$ cat config.mk
export PLATFORM = sky130hd
export DESIGN_NAME = insert_sort4_loader
export DESIGN_NICKNAME = d
export VERILOG_FILES = /design/src/rtl/insert_sort4_loader.sv
export SDC_FILE = /design/constraint.sdc
export NUM_CORES = 1
export LEC_CHECK = 0
export CORE_ASPECT_RATIO = 0.6
export CORE_MARGIN = 2
export CORE_UTILIZATION = 56
export CTS_BUF_LIST = sky130_fd_sc_hd__clkbuf_2 sky130_fd_sc_hd__clkbuf_4 sky130_fd_sc_hd__clkbuf_8
export CTS_CLUSTER_DIAMETER = 80
export DETAILED_ROUTE_END_ITERATION = 8
export PLACE_DENSITY = 0.81
export SLEW_MARGIN = 20
export SYNTH_ARGS = -nofsm -noshare
export SYNTH_HDL_FRONTEND = slang
export SYNTH_SLANG_ARGS = --single-unit
$ cat constraint.sdc
create_clock -name clk -period 2.57 [get_ports clk]
set_input_delay 0.514 -clock clk [delete_from_list [all_inputs] [get_ports clk]]
set_output_delay 0.514 -clock clk [all_outputs]
set_load 0.005 [all_outputs]
$ cat src/rtl/insert_sort4_loader.sv
// Insertion-sort loader: collects groups of N keys from a valid/ready stream,
// keeps each group sorted ascending while it fills, and presents the sorted
// group on one half of inba (A, then B) with a one-cycle load strobe.
module insert_sort4_loader #(
  parameter int WIDTH = 3,
  parameter int N     = 4
) (
  input  logic                   clk,
  input  logic                   rst,
  input  logic                   in_valid,
  input  logic [WIDTH-1:0]       in_data,
  output logic                   in_ready,
  input  logic                   flush,
  output logic [1:0]             load,
  output logic [2*N*WIDTH-1:0]   inba,
  output logic                   frame_done
);

  localparam int CW = $clog2(N + 1);

  typedef enum logic {S_FILL, S_PUSH} state_t;

  state_t                 state_q, state_d;
  logic [CW-1:0]          count_q, count_d;
  logic                   half_q, half_d;
  logic [WIDTH-1:0]       buf_q [N];
  logic [WIDTH-1:0]       buf_d [N];
  logic [2*N*WIDTH-1:0]   inba_q, inba_d;
  logic [1:0]             load_q, load_d;
  logic                   frame_done_q, frame_done_d;

  logic                   accept;
  logic                   close_group;
  logic [CW-1:0]          fill_count;
  logic [N-1:0]           le;
  logic [WIDTH-1:0]       ins_buf  [N];
  logic [WIDTH-1:0]       fill_buf [N];
  logic [N*WIDTH-1:0]     push_slots;

  // Ready only while filling and never while reset is held.
  assign in_ready = rst & (state_q == S_FILL);
  assign accept   = in_valid & in_ready;

  assign fill_count = count_q + CW'(accept);

  // A group closes when it becomes full, or on flush if there is something to
  // push (any key, or the B half which must still complete the frame).
  assign close_group = (state_q == S_FILL) &&
                       ((fill_count == CW'(N)) ||
                        (flush && ((fill_count != '0) || half_q)));

  // Per-slot insertion network. le[gi] marks occupied slots holding a key
  // <= the new one; because the buffer is sorted this is a prefix, so the new
  // key lands just after the last such slot and later entries shift up.
  genvar gi;
  generate
    for (gi = 0; gi < N; gi++) begin : g_slot
      assign le[gi] = (CW'(gi) < count_q) && (buf_q[gi] <= in_data);
      if (gi == 0) begin : g_first
        assign ins_buf[gi] = le[gi] ? buf_q[gi] : in_data;
      end else begin : g_rest
        assign ins_buf[gi] = le[gi]     ? buf_q[gi] :
                             le[gi-1]   ? in_data   : buf_q[gi-1];
      end
      assign fill_buf[gi] = accept ? ins_buf[gi] : buf_q[gi];
      // Unfilled slots are padded with the maximum key when pushed.
      assign push_slots[gi*WIDTH +: WIDTH] =
        (CW'(gi) < fill_count) ? fill_buf[gi] : {WIDTH{1'b1}};
    end
  endgenerate

  // Next-state logic: fill/insert, latch the sorted group into its half of
  // inba when the group closes, then clear and switch halves.
  always_comb begin
    state_d      = state_q;
    count_d      = count_q;
    half_d       = half_q;
    buf_d        = buf_q;
    inba_d       = inba_q;
    load_d       = 2'b00;
    frame_done_d = 1'b0;
    case (state_q)
      S_FILL: begin
        buf_d   = fill_buf;
        count_d = fill_count;
        if (close_group) begin
          state_d = S_PUSH;
          if (half_q) begin
            inba_d[2*N*WIDTH-1:N*WIDTH] = push_slots;
            load_d       = 2'b10;
            frame_done_d = 1'b1;
          end else begin
            inba_d[N*WIDTH-1:0] = push_slots;
            load_d = 2'b01;
          end
        end
      end
      S_PUSH: begin
        state_d = S_FILL;
        count_d = '0;
        half_d  = ~half_q;
        for (int i = 0; i < N; i++) begin
          buf_d[i] = '0;
        end
      end
      default: begin
        state_d = S_FILL;
      end
    endcase
  end

  // State and output registers with asynchronous active-low reset.
  always_ff @(posedge clk or negedge rst) begin
    if (!rst) begin
      state_q      <= S_FILL;
      count_q      <= '0;
      half_q       <= 1'b0;
      inba_q       <= '0;
      load_q       <= 2'b00;
      frame_done_q <= 1'b0;
      for (int i = 0; i < N; i++) begin
        buf_q[i] <= '0;
      end
    end else begin
      state_q      <= state_d;
      count_q      <= count_d;
      half_q       <= half_d;
      inba_q       <= inba_d;
      load_q       <= load_d;
      frame_done_q <= frame_done_d;
      for (int i = 0; i < N; i++) begin
        buf_q[i] <= buf_d[i];
      end
    end
  end

  assign load       = load_q;
  assign inba       = inba_q;
  assign frame_done = frame_done_q;

endmodule

* Word level (Yosys, flattened, before mapping)
Index checks and enable logic that the tools add are counted.
Widths: inputs -> output; s select.
** Operators by class
- $add $sub $neg :: 1
- $lt $le $gt $ge :: 12
- Equality and inequality tests :: 1
- Muxes and demuxes :: 25
- Bitwise logic cells :: 4
- Reductions and logical operators :: 11
** Operator list (count)
- $mux 3 :: 15
- $pmux 12 s2 :: 1
- $le 3x3->1 :: 4
- $lt 1x3->1 const A :: 4
- $lt 2x3->1 const A :: 4
- $logic_and 1x1->1 :: 6
- $mux 2 :: 3
- $pmux 3 s2 :: 1
- $reduce_and 3->1 :: 2
- $mux 1 :: 4
- $add 3x1->3 :: 1
- $eq 3x3->1 const B :: 1
- $reduce_bool 3->1 :: 1
- $and 1x1->1 :: 2
- $logic_or 1x1->1 :: 2
- $not 1->1 :: 2
- $pmux 1 s2 :: 1
** Storage, ports and cells
- Register bits after elaboration :: 44
- Input bits :: 7
- Output and inout bits :: 28

* Logic depth before layout (Yosys ltp)
Gate-level depths: netlist of the first run.
- Word-level depth :: 11
- Gate-level depth with buffers :: 11

* Worst setup path before layout of the first run
Ideal clock, no wire load.
- Path kind :: input port to flip-flop
- Start point :: in rst
- End point :: reg inba_q[20] (netlist: inba[20])
- Library setup time :: 131 ps
- Data arrival time :: 2161 ps
- Data required time :: 2439 ps
- Setup slack :: 277 ps
- Stages :: 10
- Buffers on the path :: 0
- Path through :: nor2b_2 nand2_1 inv_2 ha_1 ha_1 o21ba_2 o21ai_0 nand2_1 o32ai_1 a21oi_1
** Between the ends
- Longest elaborated chain between the ends :: 9
- Elaborated cells on any way between the ends :: 13
- Those cells by class :: add/sub: 1; order compare: 1; eq/ne: 1; mux: 2; bitwise: 2; reduce/logical: 6
** Ends and longest elaborated chain
- start, declared :: line 9 : input logic rst,
- $and 1x1->1 * :: line 41 : assign in_ready = rst & (state_q == S_FILL);
- $and 1x1->1 * :: line 42 : assign accept = in_valid & in_ready;
- $add 3x1->3 :: line 44 : assign fill_count = count_q + CW'(accept);
- $reduce_bool 3->1 :: line 50 : (flush && ((fill_count != '0) || half_q)));
- $logic_or 1x1->1 :: line 50
- $logic_and 1x1->1 :: line 50
- $logic_or 1x1->1 :: line 49 : ((fill_count == CW'(N)) ||
- $logic_and 1x1->1 :: line 48 : assign close_group = (state_q == S_FILL) &&
- $reduce_and 3->1 (no line)
- end signal, assigned :: line 128 : inba_q <= inba_d;
- end, declared :: line 28 : logic [2*N*WIDTH-1:0] inba_q, inba_d;
Every way passes the cells marked *; elsewhere a longest branch is shown, timed or not.
A chain may end at the register's enable or synchronous reset.

* Final worst setup path of the first run
- Start point :: in in_data[2]
- End point :: reg inba_q[20] (netlist: inba[20])
** Between the ends
- Longest elaborated chain between the ends :: 6
- Elaborated cells on any way between the ends :: 8
- Those cells by class :: order compare: 2; mux: 4; reduce/logical: 2
** Ends and longest elaborated chain
- start, declared :: line 11 : input logic [WIDTH-1:0] in_data,
- $le 3x3->1 :: line 58 : assign le[gi] = (CW'(gi) < count_q) && (buf_q[gi] <= in_data);
- $logic_and 1x1->1 :: line 58
- $mux 3 :: line 63 : le[gi-1] ? in_data : buf_q[gi-1];
- $mux 3 * :: line 62 : assign ins_buf[gi] = le[gi] ? buf_q[gi] :
- $mux 3 * :: line 65 : assign fill_buf[gi] = accept ? ins_buf[gi] : buf_q[gi];
- $mux 3 * :: line 68 : (CW'(gi) < fill_count) ? fill_buf[gi] : {WIDTH{1'b1}};
Marked as above.

==> results_dict.tcl, run 1 <==
set metrics [dict create \
    fill_cells 263 \
    endpoint_kind "flop" \
    clockRootBuffer "clkbuf_8" \
    critical-path-top-delay-family "compound AO/OA/AOI/OAI gates" \
    crit_path_frequent_cell "a21oi_1" \
    power_density_nw_per_um2 1150 \
    start_util_pct 60.4 \
    critPathMaxStageDelay_ns 0.49 \
    finalCritPeriodShare_pct 93.5 \
    layout-drive-gt1-share_pct 14.1 \
    hold-worst-slack_ns 0.288 \
    finalSetupTns_ns 0 \
    dieArea_um2 4650 \
    synthArstFlopShare_pct 100 \
    synth-compound-area-share_pct 19.3 \
    cts_tree "done" \
    grt_max_degree 44 \
    layout.nets 311 \
    num_antenna_cells 0 \
    outcome "finished clean" \
    core-area_um2 3810 \
    pin_count 35 \
    cp.arrival_ns 2.58 \
    hold_buffers 0 \
    max_clock_freq_mhz 416 \
    yosysSeqAreaShare_pct 46.8 \
    peakVddDrop_mv 0.708 \
    final-hold-violation-count 0 \
    crit_cells 9 \
    die_x_um 86.7 \
    rows 17 \
    port_buffers 34 \
    final_util_pct 76.5 \
    cts.sinks 43 \
    cts_resized 0 \
    drc 0 \
    drtIter0Drc 199 \
    ys_ff_latch 43 \
    routed_wl_um 5730 \
    synth_flop_cell "dfrtp_1" \
    antenna_found_initial 0 \
    slew_headroom_pct 65.4 \
    placed_cells 330 \
    use_met2_pct 36.8 \
    worst-setup-path-type "primary input to flop" \
    synth-simple-area-share_pct 18.0 \
    slew_viol_final 0 \
    global_route.usage.met3_pct 8.59 \
    cts_buffers 5 \
    synth_cells 234 \
    post_cts.repair.setup_buffers 0 \
    final-setup-viol-count 0 \
    worst_ep_required_time_ns 2.75 \
    power.total_uw 3340 \
    synth_area_um2 2300 \
    netlist.area_leader.share_pct 46.8 \
    place.gp.congestion 0.944 \
    syn_nets 255 \
    track_usage_pct 27.7 \
    fin_cells 338 \
    reg2reg_depth 10 \
    synth.area.mux_share_pct 3.92 \
    critical_path.slowest_cell "clkdlybuf4s50_1" \
    cap_violations 0 \
    grt_pass1_wl_um 9400 \
    cp_max_fo 12 \
    yosysWarnings 0 \
    cts.path.max_buffers 2 \
    hpwlAfterDp_um 4270 \
    worst_pin_slew_ns 0.519 \
    synth_cell_types 48 \
    synth_top_area_cell "dfrtp_1" \
    fin_crit_ns 2.40 \
    synthXorXnorAreaFrac_pct 1.14 \
    hp-class "primary input to async pin" \
    clock_latency_ns 0.30 \
    power_leakage_uw 0.00129 \
    worst-path-buf-inv 3 \
    dr_total_vias 2028 \
    dr.pass1.iters 4 \
    post_synth_fa_ha_maj_area_fraction_pct 7.62 \
    synth_edf_count 0 \
    critPathLaunchType "primary input" \
    viasPerCell 6.00 \
    grt_overflow_total 0 \
    cp_cell_sequence "clkdlybuf4s50_1 -> inv_1 -> ha_1 -> a21oi_1 -> a32o_1 -> a21oi_1 -> buf_4 -> o32ai_1 -> a21oi_1" \
    wl_per_cell_um 16.9 \
    grt_pass1_vias 1852 \
    die_h_um 53.6 \
    path_clk_slew_ns 0.09 \
    ant_nets 0 \
    fin_skew_ns 0.0109 \
    grt_setup_unrepaired "no" \
    htree_levels 2 \
    synthTopCellsByArea "dfrtp_1 47%, ha_1 7.6%, a21oi_1 6.7%, nor2_1 6.7%, mux2i_1 3.9%" \
    synth_top_family_by_area "compound AO/OA/AOI/OAI gates" \
    area_delta_synth_final_pct 26.7 \
    met1_usage_pct 44.0 \
    busiest_layer "met1" \
    synth_area_per_cell_um2 9.83 \
]
==> synth_stat cells, types with 3 or more instances <==
cell type / n
dfrtp_1: 43
nor2_1: 41
a21oi_1: 31
ha_1: 14
mux2i_1: 9
nand2_1: 8
nand3_1: 8
inv_1: 6
o32ai_1: 6
a211oi_1: 5
buf_4: 5
nand3b_1: 4
nor2b_1: 4
o21ai_0: 4
a41oi_1: 3
nor3_1: 3
nor4b_1: 3
o211ai_1: 3
==> registers in the layout (all words and copies together) (netlist names) <==
register    cells
state_q         1
count_q         3
half_q          1
inba           24
frame_done      1
load            1
buf_q          12
==> kinds of logic after synthesis <==
family / Yosys count
xor gates and xnor gates: 3
DFF: 43
adders and majority gates: 14
and+or+nand+nor: 83
muxes: 9
AOI/OAI and AO/OA: 67
buffers and inverters: 15
==> per-stage QoR <==
stage / worst slack [ns] / cell area, µm²
after detailed placement: -0.108 / 2820
final: 0.166 / 2910
after global routing: 0.0275 / 2910
after floorplan: 0.277 / 2300
after global placement: -0.0830 / 2820
after CTS: 0.201 / 2910
==> final cells by class <==
class	instances	area, µm²	share of cell area [%]
clock buffer	6	82.6	2.84
clock inverter	2	13.8	0.473
inverter	7	26.3	0.902
multi-input combinational	176	1150	39.4
sequential	43	1080	36.9
tap	47	58.8	2.02
timing repair buffer	57	508	17.4
==> worst paths after layout <==
path / start / endpoint / slack [ns]
hold reg to reg: inba[1]$_DFFE_PN0P_ / inba[1]$_DFFE_PN0P_ / 0.53
max in group asynchronous: rst / buf_q[9]$_DFF_PN0_ / 1.92
setup / recovery: in_data[2] / inba[20]$_DFFE_PN0P_ / 0.17
setup reg to reg: state_q$_DFF_PN0_ / inba[6]$_DFFE_PN0P_ / 0.37
min in group clk: inba[1]$_DFFE_PN0P_ / inba[1]$_DFFE_PN0P_ / 0.53
hold / removal: rst / inba[17]$_DFFE_PN0P_ / 0.29
==> cells in the final DEF (no fill, tap or decap), types with 8 or more instances in the layout <==
cell type	n
ha_1	14
dfrtp_1	43
nor2_1	41
mux2i_1	9
nand2_1	8
clkdlybuf4s50_1	33
a21oi_1	31
buf_4	23
nand3_1	8
==> routing by layer <==
| metal | wire [µm] | up-vias |
|---|---|---|
| li1 | - | 972 |
| met4 | 17 | 0 |
| met3 | 454 | 4 |
| met2 | 2280 | 87 |
| met1 | 2980 | 965 |
| met5 | 0 | - |
==> report_power, final <==
group | switching (µW) | leakage [µW] | total, µW | internal, µW
Sequential | 240 | 0.000487 | 1170 | 931
Clock | 240 | 0.0000516 | 460 | 220
Combinational | 867 | 0.000753 | 1710 | 845
No activity file was read; power rests on OpenSTA's default activity.
==> run 2: changes to the inputs <==
--- a/config.mk
+++ b/config.mk
@@ -5,9 +5,11 @@
 export SDC_FILE = /design/constraint.sdc
 export NUM_CORES = 1
 export LEC_CHECK = 0
+export CELL_PAD_IN_SITES_DETAIL_PLACEMENT = 1
+export CELL_PAD_IN_SITES_GLOBAL_PLACEMENT = 2
 export CORE_ASPECT_RATIO = 0.6
 export CORE_MARGIN = 2
-export CORE_UTILIZATION = 56
+export CORE_UTILIZATION = 35
 export CTS_BUF_LIST = sky130_fd_sc_hd__clkbuf_2 sky130_fd_sc_hd__clkbuf_4 sky130_fd_sc_hd__clkbuf_8
 export CTS_CLUSTER_DIAMETER = 80
 export DETAILED_ROUTE_END_ITERATION = 8
==> run 2 against run 1 <==
Net effect: combinational power increased by 7%; maximum frequency increased by 0.37%; via count grew 1.2%; power increased by 6.3%; flip-flop and latch count stayed put; global-route usage shrank 6.7 points; critical endpoint is now inba[8]$_DFFE_PN0P_; largest power group unchanged; final area up 3.9%; routed wire length increased by 17%; clock power increased by 20%; first-iteration DRC count fell by 44%; non-clock buffer count is 5 higher; count of clock-buffer cells in the layout unchanged.
==> results_dict.tcl, run 2 (synthesized netlist as in run 1, its figures left out) <==
set metrics [dict create \
    port_buffers 34 \
    ff2ff_setup_slack_ns 0.32 \
    die_x_um 109 \
    largest_reg_flops 24 \
    layout-drive-gt1-share_pct 15.9 \
    fin_crit_ns 2.40 \
    final_common_cell "dfrtp_1" \
    final-setup-viol-count 0 \
    fin_skew_ns 0.00610 \
    start_util_pct 37.0 \
    wl_per_cell_um 17.6 \
    final_util_pct 48.6 \
    cts.path.max_buffers 2 \
    area_delta_synth_final_pct 31.6 \
    antenna_found_initial 0 \
    worst_pin_slew_ns 0.537 \
    die_h_um 66.8 \
    dieArea_um2 7260 \
    dr_total_vias 2052 \
    fill_cells 742 \
    finalCritPeriodShare_pct 93.2 \
    reg2reg_depth 10 \
    post_cts.repair.setup_buffers 0 \
    worst_ep_required_time_ns 2.75 \
    dr.pass1.iters 4 \
    post_dp_cell_area_um2 2900 \
    core-area_um2 6220 \
    peakVddDrop_mv 0.481 \
    final-hold-violation-count 0 \
    cp.arrival_ns 2.57 \
    multiInputGateArea_um2 1150 \
    hp-class "primary input to async pin" \
    comb_power_share_pct 51.5 \
    p_sw_share_pct 39.3 \
    grt_setup_unrepaired "yes" \
    final_cell_mix "43 x dfrtp_1, 41 x nor2_1, 33 x clkdlybuf4s50_1" \
    seq_power_share_pct 33.0 \
    power_leakage_uw 0.00133 \
    rr_endpoint "inba[8]$_DFFE_PN0P_" \
    track_usage_pct 20.9 \
    regArea_um2 1080 \
    fin_area_um2 3030 \
    worst-setup-path-type "primary input to flop" \
    path_clk_slew_ns 0.08 \
    power.internal_uw 2160 \
    ant_nets 0 \
    pin_count 35 \
    clockRootBuffer "clkbuf_8" \
    max_clock_freq_mhz 418 \
    hpwlAfterDp_um 5100 \
    rows 22 \
    endpoint_kind "flop" \
    viasPerCell 5.40 \
    cts.sinks 43 \
    critPathLaunchType "primary input" \
    grt_overflow_total 0 \
    p_switching_uw 1400 \
    num_antenna_cells 0 \
    cap_violations 0 \
    htree_levels 2 \
    place.gp.congestion 0.824 \
    layout.nets 316 \
    routed_wl_um 6700 \
    cp_max_fo 4 \
    outcome "finished clean" \
    grt_pass1_wl_um 11300 \
    slew_headroom_pct 64.2 \
    drc 0 \
    grt_pass1_vias 2114 \
    pwr-share-clk_pct 15.5 \
    finalSetupTns_ns 0 \
    grt_max_degree 44 \
    cts_tree "done" \
    worstSetupStartpoint "in_data[2]" \
    cts_buffers 5 \
    power_density_nw_per_um2 1170 \
    clock_latency_ns 0.30 \
    slew_viol_final 0 \
    r2r_start "state_q$_DFF_PN0_" \
    drtIter0Drc 112 \
    power.total_uw 3550 \
    hold_buffers 0 \
]
## run 2: cell types whose count changed in the layout (fill, tap and decap cells not counted), sizes merged
cell,before,now
inv,8,7
buf,24,29
bufinv,0,1
## run 2: worst max-delay path, stage by stage
cell	delay (ns)
clkdlybuf4s50_1	0.48
inv_1	0.10
ha_1	0.35
a21oi_1	0.10
buf_4	0.13
a32oi_1	0.29
o21ai_0	0.24
nor2_1	0.24
a21oi_1	0.11
## run 2: how the worst max path moves through the flow
stage / slack [ns] / to
floorplan: 0.28 / inba[20]$_DFFE_PN0P_
global placement: -0.05 / inba[10]$_DFFE_PN0P_
detailed placement: -0.11 / inba[8]$_DFFE_PN0P_
CTS: 0.20 / inba[2]$_DFFE_PN0P_
global route: -0.006 / inba[8]$_DFFE_PN0P_
finish: 0.17 / inba[8]$_DFFE_PN0P_
## run 2: final cells by class
class	instances	area share [%]
clock inverter	2	1.16
sequential	43	35.6
timing repair buffer	62	18.0
tap	84	3.47
multi-input combinational	176	38.2
inverter	7	0.868
clock buffer	6	2.73
## run 2: metrics by stage
stage	hold WS (ns)	worst slack [ns]	instances
finish	0.296	0.175	380
global route	0.350	-0.00637	380
CTS	0.310	0.200	380
detailed placement	0.524	-0.105	372
global placement	0.516	-0.0510	372
floorplan	0.218	0.277	234
## run 2: timing repair
item,CTS,global route
hold endpoints to repair,0,0
endpoints found under the setup margin,0,2
resized for setup,0,2
## run 2: power groups by stage
| stage | clock (µW) | combinational (µW) | sequential (µW) |
|---|---|---|---|
| global placement | 0 | 1780 | 1180 |
| global route | 593 | 2050 | 1210 |
| finish | 550 | 1830 | 1170 |
| detailed placement | 0 | 1820 | 1180 |
| floorplan | 0 | 1040 | 1130 |
| CTS | 562 | 1830 | 1170 |
## run 2: metal layers
metal / vias to the layer above / global-route usage [%] / wire, µm
met3: 6 / 3.82 / 272
met5: - / 0 / 0
met4: 0 / 6.09 / 62
met1: 1018 / 33.9 / 3740
li1: 977 / - / -
met2: 51 / 27.3 / 2630
==> run 3: changes to the inputs <==
--- a/config.mk
+++ b/config.mk
@@ -18,3 +18,4 @@
 export SYNTH_ARGS = -nofsm -noshare
 export SYNTH_HDL_FRONTEND = slang
 export SYNTH_SLANG_ARGS = --single-unit
+export TNS_END_PERCENT = 30
==> results of run 3 <==
The final DEF is identical to that of run 2; final timing and power are the same.
